--- src/rtl/ccff_bitstream_loader.sv ---
// ---------------------------------------------------------------------------
// ccff_bitstream_loader
//
// Serialises a word-wide configuration bitstream (MSB of each word first)
// onto the configuration-chain head of the io logical tiles. Bits are only
// valid while ccff_shift_en is high, which also gates the fabric programming
// clock. Pad isolation (IO_ISOL_N low) is held until the whole chain has been
// loaded; a starved host ends the load in a sticky error state instead.
//
// Ports:
//   prog_clk       programming clock, all state on the rising edge
//   prog_reset_n   asynchronous active-low reset
//   start          one-cycle pulse, begins a (re)load from IDLE/DONE/ERR
//   word_valid     host has a word on word_data
//   word_data      bitstream word, MSB shifted first
//   word_ready     loader accepts word_data this cycle
//   ccff_head      serial bit into the configuration chain
//   ccff_shift_en  high exactly on cycles where ccff_head carries a valid bit
//   ccff_tail      chain tail, captured into tail_bit_q at end of load
//   IO_ISOL_N      pad isolation release (0 = isolated)
//   busy           load in progress
//   done           load completed (sticky until next start/reset)
//   error          starvation timeout (sticky until next start/reset)
// ---------------------------------------------------------------------------
module ccff_bitstream_loader #(
  parameter int WORD_WIDTH   = 32,
  parameter int CHAIN_LENGTH = 1024,
  parameter int CNT_WIDTH    = 16,
  parameter int TIMEOUT      = 255
) (
  input  logic                  prog_clk,
  input  logic                  prog_reset_n,
  input  logic                  start,
  input  logic                  word_valid,
  input  logic [WORD_WIDTH-1:0] word_data,
  output logic                  word_ready,
  output logic                  ccff_head,
  output logic                  ccff_shift_en,
  input  logic                  ccff_tail,
  output logic                  IO_ISOL_N,
  output logic                  busy,
  output logic                  done,
  output logic                  error
);

  localparam int WBIT_W   = (WORD_WIDTH > 1) ? $clog2(WORD_WIDTH) : 1;
  localparam int STARVE_W = (TIMEOUT > 1) ? $clog2(TIMEOUT + 1) : 1;

  // Elaboration-time parameter checks: the bit counter must never wrap.
  if (longint'(CHAIN_LENGTH) >= (64'd1 << CNT_WIDTH)) begin : g_bad_cnt_width
    $error("ccff_bitstream_loader: CHAIN_LENGTH must be < 2**CNT_WIDTH");
  end
  if (CHAIN_LENGTH < 1) begin : g_bad_chain_length
    $error("ccff_bitstream_loader: CHAIN_LENGTH must be >= 1");
  end
  if (WORD_WIDTH < 1 || WORD_WIDTH > 64) begin : g_bad_word_width
    $error("ccff_bitstream_loader: WORD_WIDTH must be in 1..64");
  end
  if (TIMEOUT < 1) begin : g_bad_timeout
    $error("ccff_bitstream_loader: TIMEOUT must be >= 1");
  end

  typedef enum logic [2:0] {
    S_IDLE,
    S_FETCH,
    S_SHIFT,
    S_FINISH,
    S_DONE,
    S_ERR
  } state_e;

  state_e                state_q,    state_d;
  logic [WORD_WIDTH-1:0] shreg_q,    shreg_d;     // bits still to emit, MSB next
  logic                  head_q,     head_d;      // bit currently on ccff_head
  logic [CNT_WIDTH-1:0]  bit_cnt_q,  bit_cnt_d;   // chain bits emitted so far
  logic [WBIT_W-1:0]     wbit_q,     wbit_d;      // position inside current word
  logic [STARVE_W-1:0]   starve_q,   starve_d;    // consecutive starved FETCH cycles
  logic                  tail_bit_q, tail_bit_d;
  logic                  shift_en_q, shift_en_d;
  logic                  busy_q,     busy_d;
  logic                  done_q,     done_d;
  logic                  error_q,    error_d;
  logic                  isol_n_q,   isol_n_d;

  logic last_word_bit;
  logic last_chain_bit;
  logic accept;

  assign last_word_bit  = (wbit_q == WBIT_W'(WORD_WIDTH - 1));
  assign last_chain_bit = (bit_cnt_q == CNT_WIDTH'(CHAIN_LENGTH - 1));

  // The next word is requested during the last bit of the current one so
  // back-to-back words stream without a bubble; no request follows the
  // final chain bit.
  assign word_ready = (state_q == S_FETCH) ||
                      ((state_q == S_SHIFT) && last_word_bit && !last_chain_bit);
  assign accept     = word_valid && word_ready;

  always_comb begin
    // NOTE: every variable gets a default first so no path can leave it
    // unassigned, which would otherwise infer a latch.
    state_d    = state_q;
    shreg_d    = shreg_q;
    head_d     = head_q;
    bit_cnt_d  = bit_cnt_q;
    wbit_d     = wbit_q;
    starve_d   = starve_q;
    tail_bit_d = tail_bit_q;

    unique case (state_q)
      S_IDLE, S_DONE, S_ERR: begin
        if (start) begin
          state_d   = S_FETCH;
          bit_cnt_d = '0;
          wbit_d    = '0;
          starve_d  = '0;
        end
      end

      S_FETCH: begin
        if (!word_valid) begin
          if (starve_q == STARVE_W'(TIMEOUT - 1)) begin
            state_d = S_ERR;
          end else begin
            starve_d = starve_q + STARVE_W'(1);
          end
        end
      end

      S_SHIFT: begin
        bit_cnt_d = bit_cnt_q + CNT_WIDTH'(1);
        wbit_d    = last_word_bit ? '0 : wbit_q + WBIT_W'(1);
        if (last_chain_bit) begin
          // Any unsent bits of a partial final word are simply dropped.
          state_d = S_FINISH;
        end else if (last_word_bit) begin
          if (!word_valid) begin
            state_d  = S_FETCH;
            starve_d = '0;
          end
        end else begin
          head_d  = shreg_q[WORD_WIDTH-1];
          shreg_d = shreg_q << 1;
        end
      end

      S_FINISH: begin
        tail_bit_d = ccff_tail;
        state_d    = S_DONE;
      end

      default: state_d = S_IDLE;
    endcase

    // A handshake always loads the word and (re)starts shifting next cycle;
    // the MSB goes straight to the head register.
    if (accept) begin
      state_d  = S_SHIFT;
      head_d   = word_data[WORD_WIDTH-1];
      shreg_d  = word_data << 1;
      starve_d = '0;
    end
  end

  // Outputs are registered from the next state so they change cleanly with
  // the state they describe.
  always_comb begin
    shift_en_d = (state_d == S_SHIFT);
    busy_d     = (state_d == S_FETCH) || (state_d == S_SHIFT) || (state_d == S_FINISH);
    done_d     = (state_d == S_DONE);
    error_d    = (state_d == S_ERR);
    isol_n_d   = (state_d == S_DONE);
  end

  always_ff @(posedge prog_clk or negedge prog_reset_n) begin
    if (!prog_reset_n) begin
      state_q    <= S_IDLE;
      shreg_q    <= '0;
      head_q     <= 1'b0;
      bit_cnt_q  <= '0;
      wbit_q     <= '0;
      starve_q   <= '0;
      tail_bit_q <= 1'b0;
      shift_en_q <= 1'b0;
      busy_q     <= 1'b0;
      done_q     <= 1'b0;
      error_q    <= 1'b0;
      isol_n_q   <= 1'b0;
    end else begin
      // NOTE: non-blocking assignments so every flop samples the values from
      // before this edge, independent of statement order.
      state_q    <= state_d;
      shreg_q    <= shreg_d;
      head_q     <= head_d;
      bit_cnt_q  <= bit_cnt_d;
      wbit_q     <= wbit_d;
      starve_q   <= starve_d;
      tail_bit_q <= tail_bit_d;
      shift_en_q <= shift_en_d;
      busy_q     <= busy_d;
      done_q     <= done_d;
      error_q    <= error_d;
      isol_n_q   <= isol_n_d;
    end
  end

  assign ccff_head     = head_q;
  assign ccff_shift_en = shift_en_q;
  assign busy          = busy_q;
  assign done          = done_q;
  assign error         = error_q;
  assign IO_ISOL_N     = isol_n_q;

endmodule

--- config.mk ---
export PLATFORM = sky130hd
export DESIGN_NAME = ccff_bitstream_loader
export DESIGN_NICKNAME = d
export VERILOG_FILES = /design/src/rtl/ccff_bitstream_loader.sv
export SDC_FILE = /design/constraint.sdc
export NUM_CORES = 1
export LEC_CHECK = 0
export CAP_MARGIN = 5
export CORE_AREA = 3 3 109 111
export CTS_CLUSTER_DIAMETER = 150
export DETAILED_ROUTE_END_ITERATION = 6
export DIE_AREA = 0 0 112 114
export PLACE_DENSITY = 0.51
export SLEW_MARGIN = 10
export SYNTH_ARGS = -nofsm -noshare
export SYNTH_HDL_FRONTEND = slang
export SYNTH_SLANG_ARGS = --single-unit
--- constraint.sdc ---
create_clock -name prog_clk -period 2.05 [get_ports prog_clk]
set_clock_uncertainty 0.05 [all_clocks]
set_input_delay 0.41 -clock prog_clk [delete_from_list [all_inputs] [get_ports prog_clk]]
set_output_delay 0.41 -clock prog_clk [all_outputs]
set_load 0.05 [all_outputs]
### After elaboration in Yosys (flattened, before gate mapping)

Index checks and enable logic that the tools add are counted.

* $add $sub $neg: 3
* equal/unequal tests: 22
* multiplexer cells: 29
* reduce and logical (&&, ||, !) cells: 15

Operator list (count)
* 32-bit 2-to-1 mux: 4
* 8-bit 2-to-1 mux: 7
* 16-bit case mux with 2 select lines: 1
* 8-bit case mux with 3 select lines: 1
* 3-bit 2-to-1 mux: 7
* 3-bit inequality test, second input constant: 6
* 16-bit by 1-bit adder with 16-bit output, second input constant: 1
* 16-bit by 10-bit == test with 1-bit output, second input constant: 1
* 16-bit 2-to-1 mux: 1
* 3-bit by 2-bit == test with 1-bit output, second input constant: 4
* 3-bit == test, second input constant: 4
* 3-bit case mux with 4 select lines: 1
* 5-bit 2-to-1 mux: 2
* 5-bit case mux with 2 select lines: 1
* 8-bit by 1-bit adder with 8-bit output, second input constant: 1
* 8-bit == test, second input constant: 1
* 7-bit AND reduction: 1
* 3-bit by 1-bit == test with 1-bit output, second input constant: 2
* 5-bit by 1-bit adder with 5-bit output, second input constant: 1
* 5-bit == test, second input constant: 1
* 1-bit 2-to-1 mux: 4
* 2-bit by 1-bit inequality test with 1-bit output, second input constant: 2
* 2-bit nonzero test: 2
* 4-bit nonzero test: 1
* 8 further kinds: 12

* flip-flop bits (word level): 69
* input port bits: 37
* output and inout port bits: 7
* logic and storage cells: 79

### Depth between registers and ports, before layout

Gate-level depths: netlist (run 1).

* depth in word-level cells: 9
* depth in mapped cells: 9
* mapped depth without buffers: 8

### Worst setup path after synthesis (run 1)

No wires, ideal clock.

* kind: register to output
* start point: register bit_cnt_q[0]
* end point: output port word_ready
* arrival time: 2.228 ns
* slack: -0.638 ns
* cell stages (with the launch flop): 5
* buffers on the path: 0
* cell sequence: dfrtp_1 ha_1 and3_1 and2_1 o31ai_1

* word-level cells in the longest chain between the ends: 4

Ends and longest elaborated chain
* from (decl): RTL line 75 `logic [CNT_WIDTH-1:0] bit_cnt_q, bit_cnt_d;`
* from (signal assigned): RTL line 195 `bit_cnt_q <= bit_cnt_d;`
* 16-bit by 10-bit == test with 1-bit output: RTL line 90 `assign last_chain_bit = (bit_cnt_q == CNT_WIDTH'(CHAIN_LENGTH - 1));`
* 1-bit zero test: RTL line 96 `((state_q == S_SHIFT) && last_word_bit && !last_chain_bit);`
* 1-bit logical AND: RTL line 96
* 1-bit logical OR: RTL line 95 `assign word_ready = (state_q == S_FETCH) ||`
* to (decl): RTL line 36 `output logic word_ready,`

No other way between the ends.

### Worst setup path after layout (run 1)

* start point: register bit_cnt_q[10]
* end point: output port word_ready

Same word-level chain as after synthesis.

==> results.txt, run 1 <==
In the final timing run, aggregate negative setup slack is -8.29 ns. The power after layout was 6.00 mW; the total global routing overflow was 0. The run gives 10,900 um2 as the core footprint. For this run, the leading register cell type out of synthesis is sky130_fd_sc_hd__dfrtp_1. For this block, the routed nets add up to 8220 um of wire.

The tools report the number of antenna violations at the first check in global routing as 0. The slowest cell on the critical path was sky130_fd_sc_hd__dfrtp_1. The most frequent standard cell in the layout excluding fill and tap cells was sky130_fd_sc_hd__dfrtp_1.

Yosys printed 0 warnings. Data on the critical path is required at its endpoint by 1.59 ns. IR analysis of the VDD net gives a maximum drop of 0.578 mV. The synthesized design contains 68 register bits. Entering global routing, the biggest net connects 69 pins. For the worst setup path, the data arrival time is 1.88 ns. For this run, the detailed router's first-pass iteration total came to 4. The worst path in the final design needs a cycle of 2.34 ns, including I/O delays and setup. In this run the tightest slew margin relative to its limit is 66.6%. In this run the vertical extent of the chip is 114 um.

For the fmax, the log shows 427 MHz. On the worst path, the slowest cell contributes a delay of 0.38 ns. The flow ran to the end, but the final reports show violations.

The detail-routed via count per cell is 4.95. The clock tree root driver cell is sky130_fd_sc_hd__clkbuf_8. The detail route stage leaves a number of antenna-violating nets equal to 0. The signal on the critical path passes through nor4_1, and4bb_2, buf_6, and2_4, o31ai_4, buf_6, buf_12.

The floorplan has 38 rows. The number of flops mapped to enable cells by yosys was 0; the number of DRC markers after the initial detailed-route iteration was 138. The endpoint class of the critical path is an output port.

The path class of the tightest hold or removal check is in2async. The sequential area share after synthesis came out at 51.6%. For this design the static power due to leakage is 2.30 nW.

TritonCTS built the clock tree. The setup path with the least slack is of type reg2out. The mean instance size in the synthesized netlist is 10.9 um2, and the power per cell area is 1230 nW/um2.

The top cell types in the final layout, fill and taps aside, are sky130_fd_sc_hd__dfrtp_1 (68), sky130_fd_sc_hd__buf_4 (45), sky130_fd_sc_hd__clkdlybuf4s50_1 (40). For the die footprint, the log shows 12,800 um2. Critical path launch point type: a register. For the final-report max-slew violation count, the log shows 0. The total count of hold-check failures in the final report was 0. The number of nets in the finished design was 450; the layout overhead on the synthesized area was 47.9%.

After synthesis, the share of cell area in mux cells is 1.67%. Setup repair after global routing could not meet its margin everywhere. The dominant cell type by area after synthesis is sky130_fd_sc_hd__dfrtp_1. Across the run, the number of max-cap violations was 0. After technology mapping, the gate count stands at 304. The synthesized-area fraction occupied by ao, oa, aoi and oai cells is 26.7%. The largest family of logic cells by synthesized area is compound AO/OA/AOI/OAI gates. In the post-synthesis netlist, the biggest area contributors are sky130_fd_sc_hd__dfrtp_1 (52%), sky130_fd_sc_hd__a22o_1 (8.8%), sky130_fd_sc_hd__a21o_1 (6.6%).

The total via count in the routed design was 2,736. The clock-pin transition on the worst setup and hold timing paths is 0.08 ns, and the total of hold buffers inserted after clock tree synthesis is 0. Pin slew with the least headroom to its limit: 0.499 ns.

The parity-gate share of the synthesized area counting xor and xnor cells works out to 0.796%. At the end of routability-driven placement, the weighted congestion stood at 0.787. The clock passes through at most 2 buffers. The maximum fanout encountered on the critical timing path is 3, and the layout cell share with drive strength beyond 1 is 28.6%.

The top cell type by area accounts for 51.6% of the synthesized area. The final reports fail on setup timing. The number of nets handed over by synthesis was 346. TritonCTS created 9 clock buffers. The post-synthesis share of cell area spent on and, or, nand and nor gates works out to 13.7%.

The area share of fa/ha/maj cells after synthesis works out to 1.90%. The number of different library cells used by synthesis comes to 49. The share of async-settable or async-resettable flops after synthesis is 100%. In this run the tool buffered the top-level ports with 42 buffer cells.

The H-tree was split into 3 levels. The worst path uses 114% of the clock period. Antenna cell count: 0. The most frequent cell on the critical path was sky130_fd_sc_hd__buf_6.

The post-detailed-placement half-perimeter wirelength was 5030 um; the total routing resource utilization after global routing was 13.6%. The run gives 14,100 um as the global-route wire length before repair. The run gives -0.289 ns as the post-layout worst setup margin. The horizontal die dimension was 112 um. Setup violations remaining at the end of the flow were counted as 43. For this design the top-level I/O count stands at 44. The via count of the first global-routing pass came out at 2,824.

Dividing the detail-routed wire length by the instance count gives 14.9 um. Leaving out filler cells and counting taps, the final layout contains 553. The clock reaches the later pin of the worst-skew pair after 0.35 ns.

Counting every sink on the clock net gives 68. Counting tap cells, the placed design contains a total of 514 instances. The cell area that synthesis handed to floorplanning was 3300 um2. For the number of design rule violations left after detail routing, the log shows 0. For this configuration, the core starts out at a cell density of 30.3%.
[registers in the layout, summed over array words and instances, names as in the netlist]
register       flops
IO_ISOL_N          1
ccff_head          1
starve_q           8
busy               1
error              1
bit_cnt_q         16
state_q            3
shreg_q           31
wbit_q             5
ccff_shift_en      1
[final timing paths]
check                              startpoint             to  slack (ns)  cells past startpoint
worst max-delay path            bit_cnt_q[10]     word_ready       -0.29                      7
worst min-delay path             prog_reset_n  ccff_shift_en        0.02                      2
worst max register to register      wbit_q[0]    shreg_q[25]       -0.25                     12
worst min register to register     shreg_q[9]     shreg_q[9]        0.43                      1
max in group asynchronous        prog_reset_n      wbit_q[0]        1.62                      2
min in group prog_clk              shreg_q[9]     shreg_q[9]        0.43                      1
[cell type report]
cell class,instances,area [um2]
clock buffers,10,128
clock inverters,6,88.8
fillers,1055,6010
inverters,6,22.5
multi-input cells,214,1650
flip-flops and latches,68,1700
well taps,140,175
repair buffers,109,1120
[through the flow]
| step | worst slack (ns) | hold WS, ns | area, um2 | util, % |
|---|---|---|---|---|
| CTS | -0.332 | 0.0361 | 4860 | 44.7 |
| global route | -0.415 | 0.0584 | 4880 | 44.8 |
| detailed placement | -0.246 | 0.419 | 4250 | 39.0 |
| global placement | -0.235 | 0.412 | 4250 | 39.0 |
| floorplan | -0.210 | 0.0644 | 3370 | - |
| finish | -0.289 | 0.0203 | 4880 | 44.8 |
[cells in the mapped netlist (all sizes together), types with 7 or more instances]
master,count
a21o,29
a22o,33
a31oi,7
and2,7
buf,14
dfrtp,68
nand2,20
nand2b,7
nand3,10
nor2,13
o21ai,27
o31ai,8
[power breakdown]
| group | switching, mW | internal [mW] | leakage (nW) |
|---|---|---|---|
| Sequential | 0.197 | 1.74 | 0.892 |
| Clock | 0.540 | 0.685 | 0.102 |
| Combinational | 1.35 | 1.49 | 1.31 |
| Total | 2.09 | 3.91 | 2.30 |
[routing by layer]
layer	wire length, um	track usage (%)	vias to the layer above
li1	-	-	1344
met1	3980	18.4	1344
met2	3820	21.8	40
met3	322	3.08	8
met4	101	4.33	0
met5	0	0	-
[kinds of logic (layout without fill, tap and decap cells)]
| family | count (synthesis) | in the layout |
|---|---|---|
| flops | 68 | 68 |
| xor+xnor | 3 | 3 |
| buf+inv | 24 | 131 |
| simple gates | 81 | 81 |
| compound gates | 118 | 120 |
| mux | 5 | 5 |
| fa+ha+maj | 5 | 5 |
[what timing repair did]
item                                   CTS  global route
setup buffers                           19             2
endpoints found under the hold margin    0             0
pin swaps                               37            12
setup endpoints to repair               38            46
gates resized for setup                 22            14
cloned                                   5             0
[critical path, delay by kind of cell, from the launching register on]
family,cells,cell delay (ns)
buffers and inverters,3,0.38
AOI/OAI and AO/OA,1,0.07
and+or+nand+nor,3,0.69
DFF,1,0.38
Note: power is estimated with default switching activity, not from simulation.
==> run 2, diff against run 1 <==
==> constraint.sdc (replaced) <==
create_clock -name prog_clk -period 1.9 [get_ports prog_clk]
set_clock_uncertainty 0.05 [all_clocks]
set_input_delay 0.38 -clock prog_clk [delete_from_list [all_inputs] [get_ports prog_clk]]
set_output_delay 0.38 -clock prog_clk [all_outputs]
set_load 0.02 [all_outputs]
==> run 2 against run 1 <==
Net effect: the flow finishes with violations (hold timing, setup timing); sequential share of layout area up 2.5 points; count of clock-buffer cells in the layout unchanged; worst setup slack got worse by 0.069 ns; flip-flop and latch count did not move; final cell count shrank 2.4%; via count shrank 3.1%; largest power group unchanged.
==> results.txt, run 2 (synthesized netlist as in run 1, its figures left out) <==
For the number of antenna violations at the first check in global routing, the log shows 0. The count of nets left with antenna violations after detail routing is 0. The power per cell area is 1250 nW/um2, and the layout overhead on the synthesized area is 38.1%. The run finished, with violations left. For the number of filler instances in the final layout, the log shows 1,053. The tools report the total length of routed wires as 7620 um. Most frequent standard cell in the layout excluding fill and tap cells: sky130_fd_sc_hd__dfrtp_1.

Clock tree synthesis found a total of 68 sinks. In the finished design, the share of the clock period the worst path needs comes to 119%. Based on the critical path, the design can be clocked at up to 443 MHz. The logs give 2.18 nW for the leakage dissipation and 2.49 ns for the worst endpoint data arrival time. The pin slew with the least headroom to its limit is 0.376 ns, and the horizontal die dimension is 112 um.

The final setup violation count came out at 43. The mean routed wirelength per cell came out at 14.1 um. The clock reaches the later pin of the worst-skew pair after 0.35 ns.

OpenSTA, run right after detailed placement, puts the worst setup slack at -0.460 ns. The worst setup path category was reg2reg. The tools report the fraction of met2 tracks used by global routing as 19.5%.

The run gives 0 as the number of violations of the max-capacitance limit. The maximum fanout encountered on the critical timing path was 11; the global-route wire length before repair was 13,000 um. Global-route layer with the greatest usage: met2.

The tools report the met1 usage in global routing as 17.1%. The min-delay analysis places its worst path in the category in2async. The run gives 0 as the final-report max-slew violation count. Counting I/O delays and the setup requirement, the final critical path takes 2.26 ns. The layout cell share with drive strength beyond 1 was 25.8%; the endpoint required time on the critical path was 2.13 ns. The count of buffers inserted at the top-level ports came out at 42. Setup repair after global routing could not meet its margin everywhere. The floorplan die height was 114 um; the flip-flop count of the largest register after layout was 31. Once the floorplan was initialized, standard cells occupied 30.3% of the core. After global routing the overflow that remains totals 0. For this block, the initial DRC count from the detailed router was 144.

The detail-routed via count per cell is 4.91. The endpoint class of the critical path is a register. IR analysis of the VDD net gives a maximum drop of 0.504 mV.

The tools report the final hold slack as -0.00820 ns. The worst pin sits at a relative slew slack of 74.9%. The H-tree was split into 3 levels.

For the power after layout, the log shows 5.69 mW. The number of placement rows is 38, and the number of design rule violations left after detail routing is 0. The tools report the post-layout worst setup margin as -0.358 ns.

Global routing consumed, on the met3 layer, 2.97% of the routing resources. The post-detailed-placement half-perimeter wirelength was 5180 um; the clock-pin transition on the worst setup and hold timing paths was 0.09 ns. In the layout the commonest cells are sky130_fd_sc_hd__dfrtp_1 (67), sky130_fd_sc_hd__buf_4 (49), sky130_fd_sc_hd__clkdlybuf4s50_1 (40). The tools report the routability congestion estimate from global placement as 0.765. The region available for standard cell placement spans 10,900 um2. The critical path launch point type is a register. The checks that failed: hold timing, setup timing. Ranked by flip-flop count, first place goes to shreg_q. The die covers 12,800 um2. The total clock buffers created by CTS is 9. The tools report the total routing resource utilization after global routing as 12.5%. Total count of hold-check failures in the final report: 6. Detailed routing inserted a total of 2,651 vias. The via count of the first global-routing pass is 2,691, and the largest net degree at the start of global routing is 69. The I/O pin total was 44; the antenna cell count was 0. The clock tree root driver cell was sky130_fd_sc_hd__clkbuf_8. TritonCTS built the clock tree. In the final layout, the registers with the most flip-flops are shreg_q x31, bit_cnt_q x16, starve_q x8. The pre-antenna-repair detailed-routing pass consisted of 4 iterations. Counting along the longest clock path gives a buffer depth of 2.

The number of nets in the finished design is 437.
==> run 2: cell count changes in the layout (fill, tap and decap cells not counted), moves of 3 or more <==
cell                      previous run  this run
sky130_fd_sc_hd__buf_4              45        49
sky130_fd_sc_hd__buf_6              10         2
sky130_fd_sc_hd__a31oi_4             4         1
sky130_fd_sc_hd__buf_12             11         6
==> run 2: repair_timing <==
| action | 4_1_cts | 5_1_grt |
|---|---|---|
| hold buffers | 0 | 0 |
| setup buffers | 2 | 4 |
| gates resized for setup | 10 | 13 |
| endpoints found under the setup margin | 45 | 59 |
| pin swaps | 4 | 4 |
==> run 2: final cells by class <==
| cell class | instances | area (um2) | share of cell area, % |
|---|---|---|---|
| Timing Repair Buffer | 98 | 916 | 20.1 |
| Inverter | 6 | 22.5 | 0.494 |
| Clock inverter | 6 | 47.5 | 1.04 |
| Multi-Input combinational cell | 212 | 1560 | 34.1 |
| Clock buffer | 10 | 138 | 3.02 |
| Tap cell | 140 | 175 | 3.84 |
| Sequential cell | 68 | 1700 | 37.4 |
==> run 2: path summary, 6_finish.rpt <==
| path | end | slack, ns | depth (start not counted) | from |
|---|---|---|---|---|
| worst max-delay path | shreg_q[14] | -0.36 | 11 | wbit_q[1] |
| worst min-delay path | ccff_shift_en | -0.008 | 2 | prog_reset_n |
| worst max register to register | shreg_q[14] | -0.36 | 11 | wbit_q[1] |
| worst min register to register | shreg_q[5] | 0.43 | 1 | shreg_q[5] |
| max in group asynchronous | shreg_q[19] | 1.51 | 2 | prog_reset_n |
| min in group prog_clk | shreg_q[5] | 0.43 | 1 | shreg_q[5] |
==> run 2: metal layers <==
layer  up-vias  wire (um)
met5         -          0
met4         0        110
met3        10        256
met2        37       3500
met1      1298       3760
li1       1306          -
==> run 2: worst max-delay path, cell delays in order (launching register included) <==
cell                       delay (ns)
sky130_fd_sc_hd__dfrtp_1         0.36
sky130_fd_sc_hd__ha_2            0.18
sky130_fd_sc_hd__and3_4          0.18
sky130_fd_sc_hd__ha_4            0.13
sky130_fd_sc_hd__nand3b_1        0.09
sky130_fd_sc_hd__buf_4           0.15
sky130_fd_sc_hd__a211o_1         0.32
sky130_fd_sc_hd__a31oi_4         0.20
sky130_fd_sc_hd__buf_12          0.17
sky130_fd_sc_hd__buf_12          0.13
sky130_fd_sc_hd__a22o_1          0.15
sky130_fd_sc_hd__a21o_1          0.09
==> run 2: report_power, final <==
part | internal (mW) | switching, mW | total, mW | leakage [nW]
logic | 1.33 | 1.14 | 2.47 | 1.21
clock network | 0.518 | 0.591 | 1.11 | 0.0815
registers | 1.88 | 0.233 | 2.11 | 0.890
==> run 2: stage by stage <==
step                      utilization (%)  TNS, ns  area (um2)  hold slack (ns)  cells
after CTS                            41.2   -13.43        4480          0.00586    536
after global routing                 41.9   -17.53        4560           0.0269    540
final                                41.9   -12.55        4560         -0.00820    540
after detailed placement             39.2   -15.96        4270            0.385    518
after floorplan                         -    -7.42        3340           0.0344    304
after global placement               39.2   -14.26        4270            0.382    518
